**config.mk**
```make
export PLATFORM = sky130hd
export DESIGN_NAME = hazard_scoreboard_ctrl
export DESIGN_NICKNAME = d
export VERILOG_FILES = /design/src/rtl/hazard_scoreboard_ctrl.sv
export SDC_FILE = /design/constraint.sdc
export NUM_CORES = 1
export LEC_CHECK = 0
export ABC_AREA = 1
export BUFFER_PORTS_ARGS = -buffer_cell sky130_fd_sc_hd__buf_2
export CAP_MARGIN = 20
export CORE_MARGIN = 5
export CORE_UTILIZATION = 26
export DETAILED_ROUTE_END_ITERATION = 8
export PLACE_DENSITY_LB_ADDON = 0.1
export RECOVER_POWER = 50
export SLEW_MARGIN = 0
export SYNTH_ARGS = -nofsm -noshare
export SYNTH_HDL_FRONTEND = slang
export SYNTH_SLANG_ARGS = --single-unit
```
**constraint.sdc**
```tcl
create_clock -name clk -period 1.6 [get_ports clk]
set_clock_uncertainty 0.05 [all_clocks]
set_input_delay 0.08 -clock clk [delete_from_list [all_inputs] [get_ports clk]]
set_output_delay 0.08 -clock clk [all_outputs]
set_load 0.02 [all_outputs]
```
**src/rtl/hazard_scoreboard_ctrl.sv**
```systemverilog
// Hazard controller for the five-stage pipeline: forwarding selects, load/branch/MDU
// stalls, stage-M exception flush, MDU busy tracking and saturating stall counters.
module hazard_scoreboard_ctrl #(
  parameter int REG_AW      = 5,
  parameter int MULT_CYCLES = 5,
  parameter int DIV_CYCLES  = 10,
  parameter int PERF_W      = 16
) (
  input  logic              clk,
  input  logic              reset,
  input  logic [REG_AW-1:0] RsD,
  input  logic [REG_AW-1:0] RtD,
  input  logic [1:0]        RsUsageD,
  input  logic [1:0]        RtUsageD,
  input  logic [REG_AW-1:0] RsE,
  input  logic [REG_AW-1:0] RtE,
  input  logic [REG_AW-1:0] RtM,
  input  logic [REG_AW-1:0] RegAddrE,
  input  logic [REG_AW-1:0] RegAddrM,
  input  logic [REG_AW-1:0] RegAddrW,
  input  logic              RegWriteE,
  input  logic              RegWriteM,
  input  logic              RegWriteW,
  input  logic              MemToRegE,
  input  logic              MemToRegM,
  input  logic              MDUUseD,
  input  logic              StartMDUE,
  input  logic              IsDivE,
  input  logic              ExcReqM,
  input  logic              ClearPerf,
  output logic              StallF,
  output logic              StallD,
  output logic              FlushE,
  output logic              FlushD,
  output logic              FlushM,
  output logic              ForwardAD,
  output logic              ForwardBD,
  output logic [1:0]        ForwardAE,
  output logic [1:0]        ForwardBE,
  output logic              ForwardM,
  output logic              MDUBusy,
  output logic [PERF_W-1:0] DataStallCnt,
  output logic [PERF_W-1:0] MDUStallCnt
);

  localparam int BW = $clog2(DIV_CYCLES + 1);

  logic [BW-1:0] busy_cnt;
  logic          data_stall;
  logic          mdu_stall;

  function automatic logic [1:0] fwd_e(input logic [REG_AW-1:0] src);
    if (src != '0 && src == RegAddrM && RegWriteM)      return 2'd1;
    else if (src != '0 && src == RegAddrW && RegWriteW) return 2'd2;
    else                                                return 2'd0;
  endfunction

  // usage 1 only waits on a load in E; usage 2 also waits on any E write or a load in M
  function automatic logic src_stall(input logic [REG_AW-1:0] src, input logic [1:0] usage);
    logic hit_e, hit_m;
    hit_e = (src != '0) && (src == RegAddrE) && RegWriteE;
    hit_m = (src != '0) && (src == RegAddrM) && RegWriteM && MemToRegM;
    case (usage)
      2'd1:    return hit_e && MemToRegE;
      2'd2:    return hit_e || hit_m;
      default: return 1'b0;
    endcase
  endfunction

  always_comb begin
    ForwardAE = fwd_e(RsE);
    ForwardBE = fwd_e(RtE);
    ForwardAD = (RsD != '0) && (RsD == RegAddrM) && RegWriteM;
    ForwardBD = (RtD != '0) && (RtD == RegAddrM) && RegWriteM;
    ForwardM  = (RtM != '0) && (RtM == RegAddrW) && RegWriteW;
  end

  assign MDUBusy    = (busy_cnt != '0);
  assign data_stall = src_stall(RsD, RsUsageD) || src_stall(RtD, RtUsageD);
  assign mdu_stall  = MDUUseD && (StartMDUE || MDUBusy);
  assign StallD     = (data_stall || mdu_stall) && !ExcReqM;
  assign StallF     = StallD;
  assign FlushE     = StallD || ExcReqM;
  assign FlushD     = ExcReqM;
  assign FlushM     = ExcReqM;

  // a start squashed by the exception never loads; a running op keeps counting
  always_ff @(posedge clk or negedge reset) begin
    if (!reset) begin
      busy_cnt <= '0;
    end else if (StartMDUE && !ExcReqM) begin
      busy_cnt <= IsDivE ? BW'(DIV_CYCLES) : BW'(MULT_CYCLES);
    end else if (busy_cnt != '0) begin
      busy_cnt <= busy_cnt - 1'b1;
    end
  end

  always_ff @(posedge clk or negedge reset) begin
    if (!reset) begin
      DataStallCnt <= '0;
      MDUStallCnt  <= '0;
    end else if (ClearPerf) begin
      DataStallCnt <= '0;
      MDUStallCnt  <= '0;
    end else begin
      if (data_stall && StallD && !(&DataStallCnt)) DataStallCnt <= DataStallCnt + 1'b1;
      if (mdu_stall && StallD && !(&MDUStallCnt))   MDUStallCnt  <= MDUStallCnt + 1'b1;
    end
  end

endmodule

```
==> out/summary.md <==
• internal cell power: 2070 µW
• number of buffers inserted during clock tree synthesis: 5
• mux contribution to synthesized area: 0%
• register bit count reported by yosys: 36
• Worst VDD drop: 519 µV
• Worst EP arrival: 1.52 ns
• width of the die: 124 µm
• maximum frequency from static timing analysis: 0.607 GHz
• Cell Pwr Density: 629 nW/µm²
• Worst Path Max Fanout: 2
• top layer used by detailed routing: met4
• Post-Syn Area: 3350 µm²
• Post-Syn Area per Cell: 6.80 µm²
• max-slew violation count: 0
• summed area of non-filler cells in the final layout: 4910 µm²
• vias after detailed routing: 3838
• hold path startpoint: IsDivE
• Rel. slew slack: 30.3%
• net count after synthesis: 557
• DR WL/cell: 13.6 µm
• detailed-routing iteration count for the pre-antenna-repair pass: 4
• post-route core utilization: 38.9%
• max_cap viols: 0
• xor and xnor area share after synthesis: 7.84%
• number of levels the H-tree was split into: 2
• setup slack on the worst flop-to-flop path: -0.04 ns
• worst reg-to-reg path cell count: 11
• I/O pin count: 101
• Final GP Congestion: 0.861
• core box area: 12600 µm²
• layout cell share with drive strength beyond 1: 39.4%
• Cell Chain, Critical Path: inv_2 -> ha_4 -> nand2_4 -> o21ai_4 -> inv_2 -> o21ai_2 -> inv_2 -> buf_6
• required time at the endpoint of the critical path: 1.47 ns
• cell depth of the worst hold path: 3
• Synth cell types: 41
• Compound-Gate Fraction of Synth Area: 9.67%
• maximum number of pins on one net before global-route repair: 37
• transition time of the tightest slew-check pin: 1.05 ns
• total global routing track utilization: 14.6%
• number of global-route vias before repair: 3780
• standard-cell rows: 41
• biggest area consumer among synthesized cells: dfrtp_1
• TritonCTS clock tree: done
• relative contribution of the clock network to total power: 30.8%
• fraction of the yosys area taken by sequential cells: 26.9%
• Buffers on Ports: 100
• DRC violation count after routing: 0
• die area: 15300 µm²
• fin crit period: 1.65 ns
• insertion delay of the later-clocked pin in the worst-skew pair: 0.27 ns
• remaining global-route overflow: 0
• class of the tightest hold or removal check: input port to flip-flop
• result of the run: finished with violations
• critical path start-end classification: flip-flop to output port
• count of flip-flops with a built-in enable after synthesis: 0
• number of antenna violations at the first check in global routing: 0
• category of the worst setup path capture point: output port
• cell with the largest stage delay on the worst path: dfrtp_1
• number of nets in the final layout: 723
• CTS root buffer: clkbuf_16
• unrepaired setup endpoints after global routing: yes
• amount of wire on met2 after detailed routing: 5440 µm
• Seq pwr share: 33.7%
• Starting Density: 26.6%
• share of flip-flops with an asynchronous set or reset: 100%
• cell with the most instances after synthesis: nand2_1
• number of sinks on the clock net: 36
• Final ANT Viol Nets: 0
• Hold Vio Cnt, Final: 0
• crit path launch type: flip-flop
• global-route wire length before repair: 17900 µm
• cells after synthesis: 493
• reg-to-reg endpoint: MDUStallCnt[2]
• wire length on met3: 579 µm
• area after detailed placement: 4440 µm²
• synthesized-area fraction occupied by and/or/nand/nor cells: 41.3%
• Die Y: 124 µm
• CP most frequent cell: inv_2
• HPWL after detailed placement: 8720 µm
• combinational group share of total power: 35.4%
• switching share of power: 33.0%
• worst setup slack after placement: -0.0689 ns
• top cells by area in the synthesized netlist: dfrtp_1, nand2_1, inv_1
• power spent charging and discharging nets: 1020 µW
• arithmetic-cell share of the synthesized area counting full adders, half adders and majority gates: 2.99%
• Setup WS post-layout: -0.0486 ns
• maximum clock insertion buffer count: 2
• met1 routed wirelength after detailed routing: 5180 µm
• launch instance of the worst register-to-register path: MDUStallCnt[0]
• number of diodes: 0
• number of DRC violations after detailed-routing iteration 0: 170
• top_reg_cell synth: dfrtp_1
• commonest cells in the synthesized netlist: nand2_1, inv_1, nor2_1
• total wire length after detailed routing: 11300 µm
• endpoint of the worst hold path: busy_cnt[3]
• final setup violation count: 13
• final-layout worst hold slack: 0.0670 ns
• clock-pin slew reported for the worst setup and hold paths after clock tree synthesis: 0.06 ns
• area share of the leading cell type in the synthesized netlist: 26.9%
• area grow syn2layout: 46.5%
• static leakage: 0.00260 µW
• total number of yosys warnings: 0
• combinational family with the most area after synthesis: simple AND/OR/NAND/NOR gates
• via density per instance: 4.61
• fin crit share: 103%
• highest cell delay on the worst timing path: 0.39 ns
• violated checks: setup timing
==> state kept, by name (all words and copies together), names as in the netlist <==
signal / count
busy_cnt: 4
MDUStallCnt: 16
DataStallCnt: 16
==> critical path, delay by kind of cell (launching register included) <==
family,cells,cell delay [ns]
compound gates,2,0.30
fa+ha+maj,1,0.14
buf+inv,4,0.36
flops,1,0.39
simple gates,1,0.05
==> timing repair <==
item | in CTS | in global routing
setup buffers | 8 | 9
gates cloned | 1 | 0
hold buffers | 1 | 0
endpoints found under the setup margin | 13 | 35
endpoints found under the hold margin | 36 | 0
pin swaps | 7 | 19
resized for setup | 26 | 30
==> area by class of cell <==
| class | instances | area, µm² |
|---|---|---|
| fillers | 1398 | 7710 |
| multi-input cells | 370 | 2270 |
| repair buffers | 172 | 1090 |
| flip-flops and latches | 36 | 907 |
| inverters | 74 | 293 |
| well taps | 172 | 215 |
| clock buffers | 7 | 133 |
| clock inverters | 1 | 5.00 |
==> how the worst max path moves through the flow <==
stage / startpoint / endpoint / slack [ns] / cells after the start
3_5_place_dp: MDUStallCnt[0] / MDUStallCnt[8] / -0.07 / 11
2_1_floorplan: MDUStallCnt[0] / MDUStallCnt[11] / -0.14 / 12
3_3_place_gp: MDUStallCnt[0] / MDUStallCnt[8] / -0.004 / 11
6_report: busy_cnt[1] / StallD / -0.05 / 8
4_1_cts: MDUStallCnt[0] / MDUStallCnt[6] / -0.05 / 11
5_1_grt: busy_cnt[1] / StallF / -0.15 / 8
==> power by group through the flow <==
stage	sequential [µW]	clock [µW]	combinational (µW)
after floorplan	1080	0	472
after global placement	1050	0	862
after detailed placement	1050	0	860
after CTS	1040	990	971
after global routing	1050	1040	1210
final	1040	954	1100
==> cell usage in the layout (no fill, tap or decap), types with 15 or more instances in the layout <==
master | synthesis | layout
nand2_1 | 120 | 118
buf_2 | 8 | 94
inv_1 | 69 | 64
buf_4 | 3 | 62
nor2_1 | 52 | 47
dfrtp_1 | 36 | 31
nand4_1 | 27 | 27
nand3_1 | 29 | 26
xor2_1 | 20 | 20
nand3_2 | 12 | 15
==> logic make-up after synthesis <==
kind of cell,count (synthesis)
adders and majority gates,8
DFF,36
buffers and inverters,88
xor gates and xnor gates,30
and+or+nand+nor,281
AOI/OAI and AO/OA,50
==> metal layers <==
metal,global-route usage [%],up-vias
li1,-,1946
met1,19.7,1783
met2,24.3,91
met3,2.42,18
met4,3.39,0
met5,0,-
==> per-stage QoR <==
stage	std cells	setup TNS, ns	total power [µW]
after floorplan	493	-2.12	1550
after global placement	805	-0.00744	1910
after detailed placement	805	-0.222	1910
after CTS	823	-0.363	3000
after global routing	832	-2.48	3300
final	832	-0.361	3090
No activity file was read; power rests on OpenSTA's default activity.
